**src/rtl/aes_v2_mix_arb_pkg.sv**
```systemverilog
// Shared types, constants and GF(2^8) helper for the byte-serial MixColumns arbiter.
// The build macro AES_V2_MIX_ARB_RR_EN (used by the top) selects round-robin over fixed priority.
package aes_v2_mix_pkg;

  localparam logic [1:0] MIX_IDLE = 2'd0;
  localparam logic [1:0] MIX_BUSY = 2'd1;
  localparam logic [1:0] MIX_RESP = 2'd2;

  typedef enum logic [1:0] {
    ST_IDLE = MIX_IDLE,
    ST_BUSY = MIX_BUSY,
    ST_RESP = MIX_RESP
  } mix_state_t;

  localparam int MIX_STEPS = 4;

  localparam logic [7:0] MIX_GF_POLY = 8'h1b;

  // Index 0 multiplies a_s, index 3 multiplies a_(s+3).
  localparam logic [3:0][7:0] MIX_FWD_COEF = {8'h01, 8'h01, 8'h03, 8'h02};
  localparam logic [3:0][7:0] MIX_INV_COEF = {8'h09, 8'h0d, 8'h0b, 8'h0e};

  function automatic logic [7:0] gf_mul(input logic [7:0] a, input logic [7:0] c);
    logic [7:0] acc;
    logic [7:0] p;
    acc = 8'h00;
    p   = a;
    for (int i = 0; i < 8; i++) begin
      if (c[i]) acc = acc ^ p;
      p = {p[6:0], 1'b0} ^ (p[7] ? MIX_GF_POLY : 8'h00);
    end
    return acc;
  endfunction

endpackage

```
**src/rtl/aes_v2_mix_arb_if.sv**
```systemverilog
// Request/response bundle between two issue sources and the MixColumns arbiter.
interface aes_v2_mix_arb_if;
  // Both channels: a transfer happens on a rising edge where valid && ready; the
  // sender holds valid and payload stable until then, and ready may depend on valid.
  logic        req0_valid;
  logic [31:0] req0_rs1;
  logic [31:0] req0_rs2;
  logic        req0_enc;
  logic        req0_ready;
  logic        rsp0_valid;
  logic [31:0] rsp0_rd;
  logic        rsp0_ready;

  logic        req1_valid;
  logic [31:0] req1_rs1;
  logic [31:0] req1_rs2;
  logic        req1_enc;
  logic        req1_ready;
  logic        rsp1_valid;
  logic [31:0] rsp1_rd;
  logic        rsp1_ready;

  logic [1:0]  dbg_state;

  modport master (
    output req0_valid, req0_rs1, req0_rs2, req0_enc, rsp0_ready,
    output req1_valid, req1_rs1, req1_rs2, req1_enc, rsp1_ready,
    input  req0_ready, rsp0_valid, rsp0_rd,
    input  req1_ready, rsp1_valid, rsp1_rd,
    input  dbg_state
  );

  modport slave (
    input  req0_valid, req0_rs1, req0_rs2, req0_enc, rsp0_ready,
    input  req1_valid, req1_rs1, req1_rs2, req1_enc, rsp1_ready,
    output req0_ready, rsp0_valid, rsp0_rd,
    output req1_ready, rsp1_valid, rsp1_rd,
    output dbg_state
  );
endinterface

```
**src/rtl/aes_v2_mix_arb_step.sv**
```systemverilog
// One MixColumns output byte from the rotated column a_s..a_(s+3).
module aes_v2_mix_step
  import aes_v2_mix_pkg::*;
(
  input  logic [3:0][7:0] i_rot,
  input  logic            i_enc,
  output logic [7:0]      o_b
);

  logic [3:0][7:0] w_coef;

  assign w_coef = i_enc ? MIX_FWD_COEF : MIX_INV_COEF;

  assign o_b = gf_mul(i_rot[0], w_coef[0]) ^ gf_mul(i_rot[1], w_coef[1]) ^
               gf_mul(i_rot[2], w_coef[2]) ^ gf_mul(i_rot[3], w_coef[3]);

endmodule

```
**src/rtl/aes_v2_mix_arb.sv**
```systemverilog
// Two-port arbiter/sequencer for a byte-serial MixColumns engine (IDLE -> BUSY x4 -> RESP).
// Define AES_V2_MIX_ARB_RR_EN for round-robin arbitration; otherwise port 0 has fixed priority.
module aes_v2_mix_arb
  import aes_v2_mix_pkg::*;
(
  input  logic             g_clk,
  input  logic             g_resetn,
  aes_v2_mix_arb_if.slave  bus
);

  mix_state_t      r_state;
  logic [1:0]      r_step;
  logic [3:0][7:0] r_op;
  logic [3:0][7:0] r_result;
  logic            r_enc;
  logic            r_grant;
`ifdef AES_V2_MIX_ARB_RR_EN
  logic            r_last;
`endif

  logic            w_pick;
  logic            w_accept;
  logic [31:0]     w_rs1;
  logic [31:0]     w_rs2;
  logic            w_enc;
  logic [3:0][7:0] w_rot;
  logic [7:0]      w_byte;
  logic            w_rsp_ready;

  // w_pick is the winning port id; it only matters when some request is valid.
`ifdef AES_V2_MIX_ARB_RR_EN
  assign w_pick = (bus.req0_valid && bus.req1_valid) ? ~r_last : bus.req1_valid;
`else
  assign w_pick = ~bus.req0_valid;
`endif

  assign w_accept = g_resetn && (r_state == ST_IDLE) && (bus.req0_valid || bus.req1_valid);

  assign bus.req0_ready = w_accept && !w_pick;
  assign bus.req1_ready = w_accept &&  w_pick;

  assign w_rs1 = w_pick ? bus.req1_rs1 : bus.req0_rs1;
  assign w_rs2 = w_pick ? bus.req1_rs2 : bus.req0_rs2;
  assign w_enc = w_pick ? bus.req1_enc : bus.req0_enc;

  always_comb begin
    w_rot = '0;
    for (int i = 0; i < MIX_STEPS; i++) begin
      w_rot[i] = r_op[r_step + 2'(i)];
    end
  end

  aes_v2_mix_step u_step (
    .i_rot (w_rot),
    .i_enc (r_enc),
    .o_b   (w_byte)
  );

  assign w_rsp_ready = r_grant ? bus.rsp1_ready : bus.rsp0_ready;

  always_ff @(posedge g_clk or negedge g_resetn) begin
    if (!g_resetn) begin
      r_state  <= ST_IDLE;
      r_step   <= 2'd0;
      r_op     <= '0;
      r_result <= '0;
      r_enc    <= 1'b0;
      r_grant  <= 1'b0;
`ifdef AES_V2_MIX_ARB_RR_EN
      r_last   <= 1'b1;
`endif
    end else begin
      case (r_state)
        ST_IDLE: begin
          if (w_accept) begin
            r_op    <= {w_rs2[31:24], w_rs2[23:16], w_rs1[15:8], w_rs1[7:0]};
            r_enc   <= w_enc;
            r_grant <= w_pick;
            r_step  <= 2'd0;
`ifdef AES_V2_MIX_ARB_RR_EN
            r_last  <= w_pick;
`endif
            r_state <= ST_BUSY;
          end
        end
        ST_BUSY: begin
          r_result[r_step] <= w_byte;
          r_step           <= r_step + 2'd1;
          if (r_step == 2'(MIX_STEPS - 1)) r_state <= ST_RESP;
        end
        ST_RESP: begin
          if (w_rsp_ready) r_state <= ST_IDLE;
        end
        default: r_state <= ST_IDLE;
      endcase
    end
  end

  assign bus.rsp0_valid = (r_state == ST_RESP) && !r_grant;
  assign bus.rsp1_valid = (r_state == ST_RESP) &&  r_grant;
  assign bus.rsp0_rd    = bus.rsp0_valid ? r_result : 32'h0;
  assign bus.rsp1_rd    = bus.rsp1_valid ? r_result : 32'h0;
  assign bus.dbg_state  = r_state;

endmodule

```
**src/flat_wrapper.sv**
```systemverilog
// flat-port wrapper written by rule: the top's interface ports become plain ports
module aes_v2_mix_arb_flat import aes_v2_mix_pkg::*;
  (g_clk, g_resetn, bus_req0_valid, bus_req0_rs1, bus_req0_rs2, bus_req0_enc, bus_rsp0_ready, bus_req1_valid, bus_req1_rs1, bus_req1_rs2, bus_req1_enc, bus_rsp1_ready, bus_req0_ready, bus_rsp0_valid, bus_rsp0_rd, bus_req1_ready, bus_rsp1_valid, bus_rsp1_rd, bus_dbg_state);
  aes_v2_mix_arb_if bus_i ();
  input  logic g_clk;
  input  logic g_resetn;
  input wire logic [$bits(bus_i.req0_valid)-1:0] bus_req0_valid;
  input wire logic [$bits(bus_i.req0_rs1)-1:0] bus_req0_rs1;
  input wire logic [$bits(bus_i.req0_rs2)-1:0] bus_req0_rs2;
  input wire logic [$bits(bus_i.req0_enc)-1:0] bus_req0_enc;
  input wire logic [$bits(bus_i.rsp0_ready)-1:0] bus_rsp0_ready;
  input wire logic [$bits(bus_i.req1_valid)-1:0] bus_req1_valid;
  input wire logic [$bits(bus_i.req1_rs1)-1:0] bus_req1_rs1;
  input wire logic [$bits(bus_i.req1_rs2)-1:0] bus_req1_rs2;
  input wire logic [$bits(bus_i.req1_enc)-1:0] bus_req1_enc;
  input wire logic [$bits(bus_i.rsp1_ready)-1:0] bus_rsp1_ready;
  output wire logic [$bits(bus_i.req0_ready)-1:0] bus_req0_ready;
  output wire logic [$bits(bus_i.rsp0_valid)-1:0] bus_rsp0_valid;
  output wire logic [$bits(bus_i.rsp0_rd)-1:0] bus_rsp0_rd;
  output wire logic [$bits(bus_i.req1_ready)-1:0] bus_req1_ready;
  output wire logic [$bits(bus_i.rsp1_valid)-1:0] bus_rsp1_valid;
  output wire logic [$bits(bus_i.rsp1_rd)-1:0] bus_rsp1_rd;
  output wire logic [$bits(bus_i.dbg_state)-1:0] bus_dbg_state;
  assign bus_i.req0_valid = bus_req0_valid;
  assign bus_i.req0_rs1 = bus_req0_rs1;
  assign bus_i.req0_rs2 = bus_req0_rs2;
  assign bus_i.req0_enc = bus_req0_enc;
  assign bus_i.rsp0_ready = bus_rsp0_ready;
  assign bus_i.req1_valid = bus_req1_valid;
  assign bus_i.req1_rs1 = bus_req1_rs1;
  assign bus_i.req1_rs2 = bus_req1_rs2;
  assign bus_i.req1_enc = bus_req1_enc;
  assign bus_i.rsp1_ready = bus_rsp1_ready;
  assign bus_req0_ready = bus_i.req0_ready;
  assign bus_rsp0_valid = bus_i.rsp0_valid;
  assign bus_rsp0_rd = bus_i.rsp0_rd;
  assign bus_req1_ready = bus_i.req1_ready;
  assign bus_rsp1_valid = bus_i.rsp1_valid;
  assign bus_rsp1_rd = bus_i.rsp1_rd;
  assign bus_dbg_state = bus_i.dbg_state;
  aes_v2_mix_arb u_core (.g_clk(g_clk), .g_resetn(g_resetn), .bus(bus_i));
endmodule
```
**config.mk**
```make
export PLATFORM = sky130hd
export DESIGN_NAME = aes_v2_mix_arb_flat
export DESIGN_NICKNAME = d
export VERILOG_FILES = /design/src/rtl/aes_v2_mix_arb_pkg.sv /design/src/rtl/aes_v2_mix_arb_if.sv /design/src/rtl/aes_v2_mix_arb_step.sv /design/src/rtl/aes_v2_mix_arb.sv /design/src/flat_wrapper.sv
export SDC_FILE = /design/constraint.sdc
export NUM_CORES = 1
export LEC_CHECK = 0
export CAP_MARGIN = 20
export CORE_UTILIZATION = 40
export CTS_CLUSTER_SIZE = 8
export DETAILED_ROUTE_END_ITERATION = 7
export DONT_BUFFER_PORTS = 1
export PLACE_DENSITY = 0.61
export SYNTH_ARGS = -nofsm -noshare
export SYNTH_HDL_FRONTEND = slang
export SYNTH_SLANG_ARGS = --single-unit
```
**constraint.sdc**
```tcl
create_clock -name g_clk -period 5.6 [get_ports g_clk]
set_input_delay 0.84 -clock g_clk [delete_from_list [all_inputs] [get_ports g_clk]]
set_output_delay 0.84 -clock g_clk [all_outputs]
set_load 0.01 [all_outputs]
```
==> run summary <==
Result of the run: completed
Total clock sinks: 70
TritonCTS Buffers: 9
Clock transition at the registers of the reported paths: 0.06 ns
Crit path max-delay cell type: mux4_2
Synthesis-to-layout area growth: 7.38%
Nets in the synthesized netlist: 703
Post-cts gate resize count: 0
Final count of pins violating max slew: 0
Synthesis warning total: 0
Maximum achievable frequency: 275 MHz
Final hold violation count: 0
Die boundary width: 118 µm
Kind of launch point of the worst setup path: flip-flop
Post-synthesis register bit count: 70
CTS Hold Bufs: 0
Vertical extent of the die: 118 µm
Type of the worst setup path: reg -> reg
Vias: 3714
Sort of element at the end of the critical path: flip-flop
Required time worst endpoint: 5.79 ns
Measured slew at the worst slew-check pin: 1.01 ns
Top-Level Pins: 206
I/O Buffers: 0
Pin count of the biggest net entering global routing: 74
Initial DRT Pass Iterations: 4
Tightest slew margin relative to the limit: 0.324
Synth Instances: 563
Portion of synthesized cell area occupied by the leading cell type: 0.328
Initial Util: 0.416
Global-route usage over all layers: 0.173
Final routed wirelength across all metal layers: 11600 µm
Clock tree skew after final layout: 0.00835 ns
Final period utilization: 0.650
HPWL after DPL: 8600 µm
Final setup violation count: 0
Number of buffers added for setup after CTS: 0
Leading area contributor after synthesis: dfrtp_1
Number of placement rows: 41
Biggest area contributors in the synthesized netlist: dfrtp_1, mux2i_1, xnor2_1
DRC violation total after the first TritonRoute iteration: 118
Total of fill cells in the finished design: 1205
CP max stage delay: 0.62 ns
Count of inserted antenna diode cells: 0
CTS tree: yes
Kind of path behind the tightest hold check: in -> async
Setup TNS: 0 ns
Gpl congestion: 0.815
Residual DRC: 0
Number of buffer and inverter instances along the worst setup path: 3
First-pass GRT wire length: 18800 µm
Via density per instance: 5.24
Wire length per cell: 16.3 µm
Syn_area_per_cell: 9.49 µm²
Sequential fraction of the synthesis area: 0.328
Placeable core region: 12800 µm²
Crit path arrival time: 3.83 ns
Minimum period implied by the final worst setup slack: 3.64 ns
Max Buffers Root-to-Sink: 2
Ratio of cells with drive above 1 in the final layout: 0.0782
Count of nets after finishing: 672
Synth unique cells: 38
Initial antenna violation count: 0
Clk Tree Root Cell: clkbuf_16
Remaining number of nets flagged by the antenna check after routing: 0
Cell type group with the largest total delay on the critical path: XOR/XNOR gates
Area of the multi-input gates: 3380 µm²
Via count of the first global-routing pass: 3603
Post-synthesis instance area: 5340 µm²
Sequential cell area: 1750 µm²
Gr ovfl total: 0
Worst-skew pair later-pin latency: 0.34 ns
RSZ-0062 raised after global routing: false
Number of max-capacitance violations reported: 0
Total die area: 13800 µm²
Maximum net fanout on the critical path: 18
H-tree levels: 3
Ordered cell list for the critical path: buf_4 -> inv_1 -> ha_1 -> buf_4 -> mux4_2 -> xnor2_1 -> xor3_1 -> nor2_1 -> xnor2_1 -> o21ai_0
cell type report:
cell class / instances / share of cell area
multi-input combinational: 441 / 0.589
sequential: 70 / 0.306
clock buffer: 9 / 0.0393
tap: 172 / 0.0375
clock inverter: 7 / 0.0183
timing repair buffer: 5 / 0.00654
inverter: 5 / 0.00327
per-stage QoR:
step / instances / util / worst slack, ns / cell area, µm² / hold WS (ns)
3_5_place_dp: 693 / 0.421 / 1.95 / 5410 / 0.485
5_1_grt: 709 / 0.447 / 1.61 / 5740 / 0.178
2_1_floorplan: 563 / - / 2.59 / 5340 / 0.455
3_3_place_gp: 693 / 0.421 / 2.00 / 5410 / 0.470
4_1_cts: 709 / 0.447 / 1.93 / 5740 / 0.180
6_report: 709 / 0.447 / 1.96 / 5740 / 0.191
path summary, 6_finish.rpt:
path                                            end  slack [ns]  cells after the start                 from
worst max-delay path            u_core.r_result[14]        1.96                     10     u_core.r_step[1]
worst min-delay path            u_core.r_result[22]        0.19                      0             g_resetn
worst max register to register  u_core.r_result[14]        1.96                     10     u_core.r_step[1]
worst min register to register  u_core.r_result[14]        0.49                      2  u_core.r_result[14]
max in group asynchronous           u_core.r_op[24]        5.30                      0             g_resetn
min in group g_clk              u_core.r_result[14]        0.49                      2  u_core.r_result[14]
cells in the mapped netlist (all sizes together):
master and n:
o21ai 62, mux2 2, clkbuf 33, o211ai 1, xnor2 70, a221oi 4
o31ai 1, and3b 1, xor2 22, nand2 69, inv 4, nor2b 1
buf 14, mux4 14, o211a 1, nor3 4, a21o 1, or4 8
mux2i 65, and2 65, xnor3 7, clkinv 1, and3 1, xor3 1
nand2b 1, nand3 13, o221ai 1, ha 4, nor3b 1, nor4 4
o2111ai 4, nor2 13, dfrtp 70
sequential cells by signal, indices dropped and copies added (netlist names):
register and count:
u_core.r_op 32, u_core.r_result 32, u_core.bus.dbg_state 2, u_core.r_step 2, u_core.r_enc 1, u_core.r_grant 1
per-layer routing:
metal	vias up	track usage	routed length, µm
li1	1855	-	-
met1	1720	0.217	5160
met2	126	0.299	5620
met3	13	0.0281	570
met4	0	0.0657	206
met5	-	0	0
cell families (layout without fill, tap and decap cells):
kind of cell,after synthesis,after routing,share of synthesized area
adders and majority gates,4,4,0.00937
AOI/OAI and AO/OA,75,75,0.0789
muxes,81,81,0.185
xor gates and xnor gates,100,100,0.186
DFF,70,70,0.328
and+or+nand+nor,181,181,0.172
buffers and inverters,52,26,0.0401
worst register-to-register path, cell delays in order, from the launching register on:
cell	delay [ns]
dfrtp_1	0.32
buf_4	0.26
inv_1	0.21
ha_1	0.32
buf_4	0.23
mux4_2	0.62
xnor2_1	0.43
xor3_1	0.51
nor2_1	0.14
xnor2_1	0.30
o21ai_0	0.17
cell usage in the layout, fill, tap and decap left out, types with 3 or more instances in the layout:
master	Yosys	routed
a221oi_1	4	4
and2_1	65	65
buf_4	0	5
clkbuf_16	0	9
dfrtp_1	70	69
ha_1	4	4
inv_1	3	3
mux2i_1	65	65
mux4_2	14	14
nand2_1	69	69
nand3_1	13	13
nor2_1	13	13
nor3_1	4	4
nor4_1	4	4
o2111ai_1	4	4
o21ai_0	62	62
or4_1	8	8
xnor2_1	69	69
xnor3_1	6	6
xor2_1	22	22
Power is not shown: default switching activity piles up to over one toggle a cycle in this logic, so the estimate is an artifact.
